`src/rtl/uart_pkg.sv`:
```
// uart_pkg: shared types and line-level constants for the UART transmit path.
package uart_pkg;

   // Transmit frame sequencer states
   typedef enum logic [2:0] {
      IDLE,
      START,
      DATA,
      PARITY,
      STOP
   } tx_state_t;

   // Line levels for the framing bits
   localparam logic START_BIT = 1'b0;
   localparam logic STOP_BIT  = 1'b1;

   // Parity mode encodings
   localparam logic PARITY_EVEN = 1'b0;
   localparam logic PARITY_ODD  = 1'b1;

endpackage

```
`src/rtl/uart_tx_fifo.sv`:
```
// uart_tx_fifo: DEPTH x DATA_W first-word-fall-through holding FIFO.
// The head word is presented on dout whenever the FIFO is non-empty.
// A full FIFO refuses writes even if a pop happens on the same edge.
module uart_tx_fifo #(
   parameter int DATA_W = 8,
   parameter int DEPTH  = 4
) (
   input  logic                         clk,
   input  logic                         rst,
   input  logic                         push,
   input  logic [DATA_W-1:0]            din,
   input  logic                         pop,
   output logic [DATA_W-1:0]            dout,
   output logic                         full,
   output logic                         empty,
   output logic [$clog2(DEPTH+1)-1:0]   level
);

   localparam int AW = $clog2(DEPTH);
   localparam int LW = $clog2(DEPTH+1);

   logic [DATA_W-1:0] mem [DEPTH];
   logic [AW-1:0]     wr_ptr, rd_ptr;
   logic [LW-1:0]     cnt;
   logic              do_push, do_pop;

   assign do_push = push & ~full;
   assign do_pop  = pop & ~empty;

   // Storage array; contents are don't-care until written, so no reset
   always_ff @(posedge clk) begin
      if (do_push) mem[wr_ptr] <= din;
   end

   // Pointers wrap naturally because DEPTH is a power of two
   always_ff @(posedge clk or negedge rst) begin
      if (!rst) begin
         wr_ptr <= '0;
         rd_ptr <= '0;
         cnt    <= '0;
      end else begin
         if (do_push) wr_ptr <= wr_ptr + AW'(1);
         if (do_pop)  rd_ptr <= rd_ptr + AW'(1);
         case ({do_push, do_pop})
            2'b10:   cnt <= cnt + LW'(1);
            2'b01:   cnt <= cnt - LW'(1);
            default: cnt <= cnt;
         endcase
      end
   end

   assign dout  = mem[rd_ptr];
   assign full  = (cnt == LW'(DEPTH));
   assign empty = (cnt == '0);
   assign level = cnt;

endmodule

```
`src/rtl/uart_tx_frm.sv`:
```
// uart_tx_frm: buffered UART transmitter, LSB first, paced by bclk.
// Frames are start + DATA_W data + optional parity + STOP_BITS stop bits,
// sent back to back while words are queued.
// Define UART_TX_PARITY_EN to compile in the parity bit (mode PARITY_ODD).
module uart_tx_frm #(
   parameter int DATA_W     = 8,
   parameter int STOP_BITS  = 1,
   parameter int DEPTH      = 4,
   parameter int PARITY_ODD = 0
) (
   input  logic                         clk,
   input  logic                         rst,
   input  logic                         bclk,
   input  logic [DATA_W-1:0]            din,
   input  logic                         en,
   output logic                         tx_rdy,
   output logic                         txd,
   output logic                         busy,
   output logic [$clog2(DEPTH+1)-1:0]   fifo_level
);

   import uart_pkg::*;

   localparam int CW = $clog2(DATA_W);

   tx_state_t         state, state_n;
   logic [DATA_W-1:0] sr, sr_n, head;
   logic [CW-1:0]     bit_cnt, bit_cnt_n;
   logic              stop_cnt, stop_cnt_n;
   logic              txd_n;
   logic              pop, full, empty;
`ifdef UART_TX_PARITY_EN
   localparam logic ODD_SEL = (PARITY_ODD != 0) ? PARITY_ODD_MODE() : PARITY_EVEN;
   logic par_acc, par_acc_n;
   function automatic logic PARITY_ODD_MODE();
      return uart_pkg::PARITY_ODD;
   endfunction
`endif

   uart_tx_fifo #(
      .DATA_W (DATA_W),
      .DEPTH  (DEPTH)
   ) u_fifo (
      .clk   (clk),
      .rst   (rst),
      .push  (en),
      .din   (din),
      .pop   (pop),
      .dout  (head),
      .full  (full),
      .empty (empty),
      .level (fifo_level)
   );

   assign tx_rdy = ~full;
   assign busy   = (state != IDLE) || (fifo_level != '0);

   // Frame sequencer: all state and txd changes happen only on bclk ticks
   always_comb begin
      state_n    = state;
      sr_n       = sr;
      bit_cnt_n  = bit_cnt;
      stop_cnt_n = stop_cnt;
      txd_n      = txd;
      pop        = 1'b0;
`ifdef UART_TX_PARITY_EN
      par_acc_n  = par_acc;
`endif
      if (bclk) begin
         case (state)
            IDLE: begin
               txd_n = STOP_BIT;
               if (!empty) begin
                  sr_n    = head;
                  pop     = 1'b1;
                  txd_n   = START_BIT;
                  state_n = START;
`ifdef UART_TX_PARITY_EN
                  par_acc_n = 1'b0;
`endif
               end
            end
            START: begin
               txd_n     = sr[0];
               sr_n      = sr >> 1;
               bit_cnt_n = '0;
               state_n   = DATA;
            end
            DATA: begin
               bit_cnt_n = bit_cnt + CW'(1);
`ifdef UART_TX_PARITY_EN
               par_acc_n = par_acc ^ txd;
`endif
               if (bit_cnt == CW'(DATA_W-1)) begin
`ifdef UART_TX_PARITY_EN
                  // txd still holds the last data bit, fold it in here
                  txd_n   = par_acc ^ txd ^ ODD_SEL;
                  state_n = PARITY;
`else
                  txd_n      = STOP_BIT;
                  stop_cnt_n = 1'b0;
                  state_n    = STOP;
`endif
               end else begin
                  txd_n = sr[0];
                  sr_n  = sr >> 1;
               end
            end
`ifdef UART_TX_PARITY_EN
            PARITY: begin
               txd_n      = STOP_BIT;
               stop_cnt_n = 1'b0;
               state_n    = STOP;
            end
`endif
            STOP: begin
               if (stop_cnt == 1'(STOP_BITS-1)) begin
                  if (!empty) begin
                     // chain straight into the next start bit, no idle mark
                     sr_n    = head;
                     pop     = 1'b1;
                     txd_n   = START_BIT;
                     state_n = START;
`ifdef UART_TX_PARITY_EN
                     par_acc_n = 1'b0;
`endif
                  end else begin
                     txd_n   = STOP_BIT;
                     state_n = IDLE;
                  end
               end else begin
                  stop_cnt_n = stop_cnt + 1'b1;
                  txd_n      = STOP_BIT;
               end
            end
            default: begin
               txd_n   = STOP_BIT;
               state_n = IDLE;
            end
         endcase
      end
   end

   // Sequencer registers; reset forces the line to mark immediately
   always_ff @(posedge clk or negedge rst) begin
      if (!rst) begin
         state    <= IDLE;
         sr       <= '0;
         bit_cnt  <= '0;
         stop_cnt <= 1'b0;
         txd      <= STOP_BIT;
`ifdef UART_TX_PARITY_EN
         par_acc  <= 1'b0;
`endif
      end else begin
         state    <= state_n;
         sr       <= sr_n;
         bit_cnt  <= bit_cnt_n;
         stop_cnt <= stop_cnt_n;
         txd      <= txd_n;
`ifdef UART_TX_PARITY_EN
         par_acc  <= par_acc_n;
`endif
      end
   end

endmodule

```
`config.mk`:
```
export PLATFORM = sky130hd
export DESIGN_NAME = uart_tx_frm
export DESIGN_NICKNAME = d
export VERILOG_FILES = /design/src/rtl/uart_pkg.sv /design/src/rtl/uart_tx_fifo.sv /design/src/rtl/uart_tx_frm.sv
export SDC_FILE = /design/constraint.sdc
export NUM_CORES = 1
export LEC_CHECK = 0
export BUFFER_PORTS_ARGS = -buffer_cell sky130_fd_sc_hd__buf_2
export CAP_MARGIN = 20
export CELL_PAD_IN_SITES_DETAIL_PLACEMENT = 1
export CELL_PAD_IN_SITES_GLOBAL_PLACEMENT = 1
export CORE_UTILIZATION = 44
export CTS_CLUSTER_DIAMETER = 100
export CTS_CLUSTER_SIZE = 24
export DETAILED_ROUTE_END_ITERATION = 7
export PLACE_DENSITY_LB_ADDON = 0.1
export SLEW_MARGIN = 20
export SYNTH_ARGS = -nofsm -noshare
export SYNTH_HDL_FRONTEND = slang
export SYNTH_SLANG_ARGS = --single-unit
```
`constraint.sdc`:
```
create_clock -name clk -period 1.9 [get_ports clk]
set_clock_uncertainty 0.05 [all_clocks]
set_input_delay 0.285 -clock clk [delete_from_list [all_inputs] [get_ports clk]]
set_output_delay 0.285 -clock clk [all_outputs]
set_load 0.05 [all_outputs]
```
==> metrics, run 1 <==
outcome finished, violations left; failing checks negative setup slack; Internal 3022 uW; worst-skew pair later-pin latency 0.30 ns; sw frac 0.3800; final hold slack 0.1370 ns; clk root buf clkbuf_8; die area 5678 um2; Antenna Nets Post-Route 0; Yosys cell types 37; final worst path period share 1.086; register area share after synthesis 0.6390; Worst Tran Pin Value 0.5131 ns; Critical Path RT about 1.6 ns; power after layout 4874 uW; Die Y 75.35 um; Core Box Area 5140 um2; Setup crit end kind output pin; CTS Buf Count 5; GRT overflow 0; register bit total from synthesis 54; site row count 26; pwr/cell area between 1500 and 2000 nW/um2; fillers 515; Max Cap Viol 0; worst hold stages 1; combinational cell fraction of total power 0.483; GP Congestion ~0.7; Final Hold Vio Count 0; Final setup viols 2; Post-route DRC 0; setup tns final -0.2220 ns; Initial DRT Pass Iterations 4; CP cell instances or3_4, or4_4, buf_8; Vias 1398; Ports 18; drt total wl 4593 um; crit path DAT 1.73 ns; highest-delay cell along the critical path or4_4; Die X 75.35 um; Crit Path Category flop to output pin; Rel. slew slack 0.6579; ys async rst share 0.4074; RSZ-0062 raised after global routing yes; Routed WL per cell between 15 and 20 um; worst hold path class input port to flop; post-layout min period 2.064 ns; # clock sinks 54; Net Sw Power approximately 1900 uW; Detail Placement HPWL 3161 um; maximum VDD drop 0.6976 mV; via/cell ratio 5.316; first-pass GRT wire length 7389 um; Post-Syn Nets 179; fmax 484.4 MHz; Reg2Reg Depth 9; clk buf depth 2; vias in the first global route 1514; Syn Area/Cell 14.89 um2; count of buffers from port buffering 17; Initial Util 0.4606; final slew viol count 0; part of the power in registers 0.381; Synth Flop Type edfxtp_1; area delta synth->final 20.98%; number of synthesized flops with an enable pin 32; Post-Syn Area 2367 um2; startpoint types flop; Reg2Reg Setup Slack -0.06 ns; Total GRT Usage 0.1837; final worst slack -0.1643 ns; Worst-path clk slew 0.10 ns; Worst path max stage delay 0.44 ns; CTS tree yes; Setup WS pre-CTS -0.04433 ns; leakage between 0.001 and 0.0015 uW; Diodes inserted 0; largest net degree at the start of global routing 24; Mapped Cells roughly 160; violation count after the first detailed-routing iteration 56; share of post-route cells with drive strength above 1 0.3782; Ys Warns 0; Clk pwr share 0.137; critical-path maximum fanout 3; final net count 212; htree depth 2; initial antenna violation count 0
power by group through the flow:
stage	Combinational, uW	Sequential (uW)	Clock (uW)
final	2350	1860	665
after global routing	2570	1900	726
after CTS	2190	1850	686
after detailed placement	2090	1860	0
after global placement	2020	1840	0
after floorplan	1410	1960	0
cells in the mapped netlist, types with 2 or more instances:
| master | number | area share |
|---|---|---|
| dfrtp_1 | 21 | 0.22 |
| a31oi_1 | 7 | 0.018 |
| nand2b_1 | 2 | 0.0053 |
| nor2b_1 | 2 | 0.0053 |
| inv_1 | 9 | 0.014 |
| a41o_1 | 2 | 0.0085 |
| o31ai_1 | 2 | 0.0063 |
| mux2i_1 | 8 | 0.034 |
| xor2_1 | 3 | 0.011 |
| ha_1 | 7 | 0.037 |
| a22o_1 | 3 | 0.011 |
| nand2_1 | 7 | 0.011 |
| clkbuf_1 | 4 | 0.0063 |
| buf_2 | 2 | 0.0042 |
| o21ai_0 | 5 | 0.011 |
| nor2_1 | 3 | 0.0048 |
| a21oi_1 | 7 | 0.015 |
| edfxtp_1 | 32 | 0.41 |
| xnor2_1 | 4 | 0.015 |
| nand3_1 | 2 | 0.0042 |
| mux4_2 | 8 | 0.076 |
| and3_1 | 4 | 0.011 |
layout by cell type (no fill, tap or decap), types with 5 or more instances in the layout:
cell type   n
buf_2      16
nand2_1     7
o21ai_0     5
clkbuf_8    5
edfxtp_1   32
mux4_2      8
buf_4      14
a21oi_1     5
dfrtp_1    18
mux2i_1     8
a31oi_1     7
per-layer routing:
layer / track usage / wire length, um
met2: 0.3214 / 2413
met4: 0.05556 / 56
met5: 0 / 0
met3: 0.03968 / 117
met1: 0.2302 / 2005
sequential cells by signal (all words and copies together), names as in the netlist:
| signal | cells |
|---|---|
| u_fifo.mem | 32 |
| u_fifo.wr_ptr | 2 |
| bit_cnt | 3 |
| sr | 8 |
| u_fifo.rd_ptr | 2 |
| u_fifo.level | 3 |
| txd | 1 |
| state | 3 |
critical path: cells and delay by family (launching register included):
kind                   cells  cell delay, ns
and+or+nand+nor            2            0.85
DFF                        1            0.42
buffers and inverters      1            0.17
cell type report:
type / count / area (um2) / area share
clock buffers: 5 / 68.82 / 0.02403
clock inverters: 3 / 26.28 / 0.009174
inverters: 9 / 36.28 / 0.01267
multi-input cells: 88 / 873.3 / 0.3049
flip-flops and latches: 54 / 1516 / 0.5295
well taps: 70 / 87.58 / 0.03058
repair buffers: 34 / 255.2 / 0.08912
worst paths after layout:
path / start / to
min in group asynchronous: rst / sr[4]$_DFFE_PN0P_
setup reg to reg: u_fifo.level[2]$_DFFE_PN0P_ / u_fifo.level[2]$_DFFE_PN0P_
max in group asynchronous: rst / u_fifo.level[2]$_DFFE_PN0P_
hold / removal: din[4] / u_fifo.mem[2][4]$_DFFE_PP_
hold reg to reg: txd$_DFFE_PN1P_ / txd$_DFFE_PN1P_
setup / recovery: u_fifo.level[2]$_DFFE_PN0P_ / busy
timing repair:
item                                    4_1_cts  5_1_grt
hold buffers                                  1        0
gates resized for setup                       6        9
hold endpoints to repair                     21        0
cloned                                        0        1
endpoints found under the setup margin        3       11
pin swaps                                     4        4
setup buffers                                 4        0
logic make-up (layout without fill, tap and decap cells):
kind of cell	after synthesis	in the layout	share of synthesized area
compound gates	30	30	0.08298
fa+ha+maj	8	8	0.04545
mux	17	17	0.1147
buf+inv	17	51	0.03118
flops	54	54	0.6390
simple gates	26	26	0.06078
xor+xnor	7	7	0.02590
metrics by stage:
step | util | cells | instance area, um2
2_1_floorplan | - | 159 | 2410
3_3_place_gp | 0.5146 | 250 | 2645
3_5_place_dp | 0.5146 | 250 | 2645
4_1_cts | 0.5424 | 262 | 2788
5_1_grt | 0.5572 | 263 | 2864
6_report | 0.5572 | 263 | 2864
Note: power is estimated with default switching activity, not from simulation.
==> run 2: changes to the inputs <==
--- a/config.mk
+++ b/config.mk
@@ -11,2 +11,3 @@
 export CELL_PAD_IN_SITES_GLOBAL_PLACEMENT = 1
+export CORE_MARGIN = 10
 export CORE_UTILIZATION = 44
--- a/constraint.sdc
+++ b/constraint.sdc
@@ -4,2 +4,2 @@
 set_output_delay 0.285 -clock clk [all_outputs]
-set_load 0.05 [all_outputs]
+set_load 0.01 [all_outputs]
==> run 2 against run 1 <==
  * The run still ends with negative setup slack left
  * Clock power grew 22%
  * Sequential cell count did not move
  * Final cell count is 1.1% higher
  * Combinational power rose by 7%
  * Sequential power barely moved
  * Via count is 1.8% higher
  * Critical path depth stayed put
  * Utilization up 2.0 points
  * Non-clock buffer count grew 3
  * Die area is 53% higher
  * Critical endpoint unchanged
==> metrics, run 2 (synthesis results as in run 1) <==
drt total wl 4986 um (+8.6%); Final setup viols 11 (+9); final worst path period share 1.063 (-0.02307); Critical Path RT 1.56 ns (about the same); worst-skew pair later-pin latency 0.30 ns (about the same); CTS Buf Count 5 (unchanged); Core Box Area 5172 um2 (+0.63%); pwr/cell area 1740 nW/um2 (+2.3%); Crit Path Category flop to output pin; final slew viol count 0 (unchanged); CTS tree yes; most frequent cells in the layout edfxtp_1 (32), dfrtp_1 (19), buf_2 (16); clk root buf clkbuf_8; final net count 215 (+1.4%); Initial Util 0.4577 (-0.002897); Worst-path clk slew 0.10 ns (about the same); setup tns final -0.5271 ns (-0.3051 ns); Largest regs u_fifo.mem: 32 flops, sr: 8 flops; # clock sinks 54 (unchanged); Post-route DRC 0 (unchanged); clk buf depth 2 (unchanged); violation count after the first detailed-routing iteration 62 (+11%); Setup WS pre-CTS -0.05293 ns (-0.008600 ns); critical-path maximum fanout 2 (-1); startpoint types flop; first-pass GRT wire length 8362 um (+13%); Vias 1423 (+1.8%); vias in the first global route 1611 (+6.4%); Rel. slew slack 0.6400 (-0.01797); final worst slack -0.1205 ns (+0.04382 ns); via/cell ratio 5.350 (+0.64%); Antenna Nets Post-Route 0 (unchanged); Worst Tran Pin Value 0.5401 ns (+0.02695 ns); Routed WL per cell 18.74 um (+7.3%); Largest register FFs 32 (unchanged); Die X 93.35 um (+24%); Ports 18 (unchanged); GRT overflow 0 (unchanged); leakage 0.001197 uW (+3.9%); Die Y 93.35 um (+24%); Final Hold Vio Count 0 (unchanged); die area 8714 um2 (+53%); post-layout min period 2.020 ns (-0.04382 ns); Initial DRT Pass Iterations 4 (unchanged); commonest non-fill, non-tap cell in the layout edfxtp_1; crit path DAT 1.69 ns (-0.04 ns); GP Congestion 0.7571 (+8.0%); maximum VDD drop 0.9607 mV (+38%); initial antenna violation count 0 (unchanged); share of post-route cells with drive strength above 1 0.4082 (+0.02992); largest net degree at the start of global routing 24 (unchanged); Setup crit end kind output pin; RSZ-0062 raised after global routing yes; htree depth 2 (unchanged); count of buffers from port buffering 17 (unchanged); power after layout 5197 uW (+6.6%); site row count 26 (unchanged); failing checks negative setup slack; worst hold path class input port to flop; fmax 494.9 MHz (+2.2%); Diodes inserted 0 (unchanged); Max Cap Viol 0 (unchanged); Detail Placement HPWL 3382 um (+7.0%); Reg with most FFs u_fifo.mem; outcome finished, violations left; area delta synth->final 26.16%; Total GRT Usage 0.1231 (-0.06062)
run 2: worst max-delay path: stages (launching register included):
cell and delay [ns]:
dfrtp_2 0.41, or3_4 0.40, or4_4 0.43, buf_6 0.14
run 2: worst paths after layout:
path	endpoint	slack (ns)	from	cells past startpoint
max	busy	-0.12	u_fifo.level[2]$_DFFE_PN0P_	3
min	u_fifo.mem[2][7]$_DFFE_PP_	0.14	din[7]	1
max reg2reg	u_fifo.level[2]$_DFFE_PN0P_	-0.09	u_fifo.level[2]$_DFFE_PN0P_	10
min reg2reg	txd$_DFFE_PN1P_	0.43	txd$_DFFE_PN1P_	2
max in group asynchronous	u_fifo.level[0]$_DFFE_PN0P_	0.97	rst	2
min in group asynchronous	sr[4]$_DFFE_PN0P_	0.43	rst	2
run 2: power by group:
part           internal (uW)  total [uW]  switching (uW)
clock network            434         808             374
logic                   1290        2510            1210
registers               1630        1880             250
run 2: cell type report:
cell class | count | area (um2)
clock inverter | 2 | 38.79
timing repair buffer | 37 | 304.0
inverter | 9 | 41.29
multi-input combinational | 88 | 917.1
fill | 475 | 2186
sequential | 54 | 1515
clock buffer | 6 | 82.58
tap | 70 | 87.58
run 2: repair_timing:
item	4_1_cts	5_1_grt
hold endpoints to repair	21	0
setup endpoints to repair	11	11
resized for setup	17	9
pin swaps	3	10
gates cloned	1	0
buffers inserted	5	1
hold buffers	1	0
run 2: metrics by stage:
step	util	instances	instance area, um2	hold slack (ns)
floorplan	-	159	2419	-0.06059
global placement	0.5143	250	2660	0.2297
detailed placement	0.5143	250	2660	0.2458
CTS	0.5677	265	2937	0.1267
global route	0.5774	266	2987	0.1070
finish	0.5774	266	2987	0.1356
run 2: metal layers:
metal  up-vias  part of all wire  GRT usage
met5         -                 0          0
met4         0            0.0086    0.03342
met3         5             0.026    0.03357
met2        17              0.53     0.2088
met1       735              0.44     0.1501
li1        666                 -          -
==> run 3: changes to the inputs <==
--- a/config.mk
+++ b/config.mk
@@ -12,3 +12,4 @@
 export CORE_MARGIN = 10
-export CORE_UTILIZATION = 44
+export CORE_UTILIZATION = 47
+export CTS_BUF_LIST = sky130_fd_sc_hd__clkbuf_4
 export CTS_CLUSTER_DIAMETER = 100
--- a/constraint.sdc
+++ b/constraint.sdc
@@ -4,2 +4,2 @@
 set_output_delay 0.285 -clock clk [all_outputs]
-set_load 0.01 [all_outputs]
+set_load 0.005 [all_outputs]
==> run 3 against run 2 <==
  * The run still ends with negative setup slack left
  * Utilization grew 1.6 points
  * Sequential power decreased by 3%
  * Global-route usage fell by 0.12 points
  * Register-to-register slack got worse by 0.12 ns
  * Final cell count up 1.5%
  * Power fell by 11%
  * Clock-buffer cell count is 1 lower
  * First-iteration DRC count shrank 34%
  * Largest cell class unchanged
  * Largest power group unchanged
==> metrics, run 3 (synthesis results as in run 1) <==
share of post-route cells with drive strength above 1 0.3793 (-0.02885); die area 8276 um2 (-5.0%); Die X 90.97 um (-2.5%); Final Hold Vio Count 0 (unchanged); final worst path period share 1.135 (+0.07156); worst-skew pair later-pin latency 0.36 ns (+0.06 ns); outcome finished, violations left; Reg2Reg Depth 11 (+1); failing checks negative setup slack; drt total wl 4810 um (-3.5%); Final setup viols 3 (-8); Internal 2977 uW (-11%); Total GRT Usage 0.1220 (-0.001167); count of buffers from port buffering 17 (unchanged); worst hold path class input port to flop; largest net degree at the start of global routing 24 (unchanged); Diodes inserted 0 (unchanged); Worst Hold End u_fifo.mem[0][3]$_DFFE_PP_; leakage 0.001181 uW (-1.4%); Critical Path RT 1.56 ns (about the same); Crit Path Category flop to output pin; GRT overflow 0 (unchanged); clk buf depth 2 (unchanged); Initial Util 0.4914 (+0.03376); # clock sinks 54 (unchanged); Clk pwr share 0.109 (-0.046); initial antenna violation count 0 (unchanged); fillers 487 (+2.5%); Core Box Area 4817 um2 (-6.9%); htree depth 2 (unchanged); final slew viol count 0 (unchanged); post-layout min period 2.156 ns (+0.1360 ns); Ports 18 (unchanged); clk root buf clkbuf_4; setup tns final -0.6300 ns (-0.1028 ns); most frequent cells in the layout edfxtp_1 (32), buf_4 (22), dfrtp_1 (21); Detail Placement HPWL 3411 um (+0.84%); worst hold stages 1 (unchanged); Max Cap Viol 0 (unchanged); Largest register FFs 32 (unchanged); violation count after the first detailed-routing iteration 41 (-34%); vias in the first global route 1656 (+2.8%); part of the power in registers 0.397 (+0.035); site row count 25 (-3.8%); power after layout 4621 uW (-11%); CTS Buf Count 5 (unchanged); via/cell ratio 5.381 (+0.60%); Vias 1453 (+2.1%); final net count 222 (+3.3%); FF-to-FF Start u_fifo.level[2]$_DFFE_PN0P_; Routed WL per cell 17.81 um (-5.0%); Net Sw Power 1644 uW (-11%); GP Congestion 0.8252 (+9.0%); Initial DRT Pass Iterations 4 (unchanged); final worst slack -0.2565 ns (-0.1360 ns); FF+latch area 1513 um2 (-0.16%); sw frac 0.3557 (+0.001992); first-pass GRT wire length 8183 um (-2.1%); Reg-to-Reg End u_fifo.level[2]$_DFFE_PN0P_; Setup crit end kind output pin; fmax 463.7 MHz (-6.3%); maximum VDD drop 0.6849 mV (-29%); min-delay src din[3]; Reg with most FFs u_fifo.mem; combinational cell fraction of total power 0.494 (+0.011); crit path DAT 1.82 ns (+0.13 ns); Post-route DRC 0 (unchanged); CTS tree yes; Reg2Reg Setup Slack -0.21 ns (-0.12 ns); startpoint types flop; Largest regs u_fifo.mem: 32 flops, sr: 8 flops; multi-input logic area 850.8 um2 (-7.2%); Die Y 90.97 um (-2.5%); critical-path maximum fanout 3 (+1); RSZ-0062 raised after global routing yes; Worst-path clk slew 0.15 ns (+0.05 ns); commonest non-fill, non-tap cell in the layout edfxtp_1; Antenna Nets Post-Route 0 (unchanged); area delta synth->final 20.82%; Rel. slew slack 0.6490 (+0.009029); Worst Tran Pin Value 0.5265 ns (-0.01354 ns); pwr/cell area 1616 nW/um2 (-7.2%)
## run 3: changes by cell type in the layout (fill, tap and decap cells not counted), sizes merged
cell    change
clkbuf      -1
bufinv      -1
clkinv      +2
buf         +7
## run 3: layer usage
metal / share of wire / track usage / vias up
met3: 0.038 / 0.03045 / 9
met1: 0.42 / 0.1414 / 736
met5: 0 / 0 / -
met4: 0.016 / 0.04439 / 0
li1: - / - / 683
met2: 0.53 / 0.2130 / 25
## run 3: worst max path at each step
stage / start / end / cells after the start
5_1_grt: u_fifo.level[0]$_DFFE_PN0P_ / busy / 4
6_report: u_fifo.level[2]$_DFFE_PN0P_ / busy / 4
2_1_floorplan: u_fifo.level[2]$_DFFE_PN0P_ / u_fifo.level[2]$_DFFE_PN0P_ / 9
3_5_place_dp: u_fifo.level[1]$_DFFE_PN0P_ / u_fifo.level[2]$_DFFE_PN0P_ / 10
4_1_cts: u_fifo.level[2]$_DFFE_PN0P_ / busy / 4
3_3_place_gp: u_fifo.level[0]$_DFFE_PN0P_ / u_fifo.level[2]$_DFFE_PN0P_ / 9
## run 3: cell type report
| type | count | area share |
|---|---|---|
| clock buffers | 5 | 0.01312 |
| flip-flops and latches | 54 | 0.5289 |
| well taps | 67 | 0.02931 |
| repair buffers | 44 | 0.1111 |
| clock inverters | 3 | 0.007437 |
| multi-input cells | 88 | 0.2975 |
| inverters | 9 | 0.01269 |
## run 3: power groups by stage
stage,Clock [uW],Combinational [uW],Sequential [uW]
3_5_place_dp,0,1940,1880
2_1_floorplan,0,1370,1810
5_1_grt,569,2530,1870
6_report,504,2280,1830
3_3_place_gp,0,1840,1840
4_1_cts,525,2080,1840
## run 3: timing repair
| item | 4_1_cts | 5_1_grt |
|---|---|---|
| endpoints found under the hold margin | 21 | 0 |
| endpoints found under the setup margin | 11 | 7 |
| pin swaps | 3 | 4 |
| resized for setup | 5 | 10 |
| hold buffers | 1 | 0 |
| setup buffers | 6 | 7 |
## run 3: worst max-delay path, cell delays in order, from the launching register on
cell and delay [ns]:
dfrtp_1 0.42, or3_4 0.38, buf_6 0.13, or4_1 0.38, buf_2 0.14
## run 3: stage by stage
stage / instances / hold slack (ns) / cell area, um2 / worst slack (ns) / util
after floorplan: 159 / -0.06059 / 2406 / 0.01225 / -
after global placement: 248 / 0.2277 / 2639 / 0.05511 / 0.5478
after detailed placement: 248 / 0.2362 / 2639 / -0.1041 / 0.5478
after CTS: 263 / 0.04598 / 2775 / -0.2872 / 0.5761
after global routing: 270 / 0.05099 / 2860 / -0.3225 / 0.5938
final: 270 / 0.06865 / 2860 / -0.2565 / 0.5938
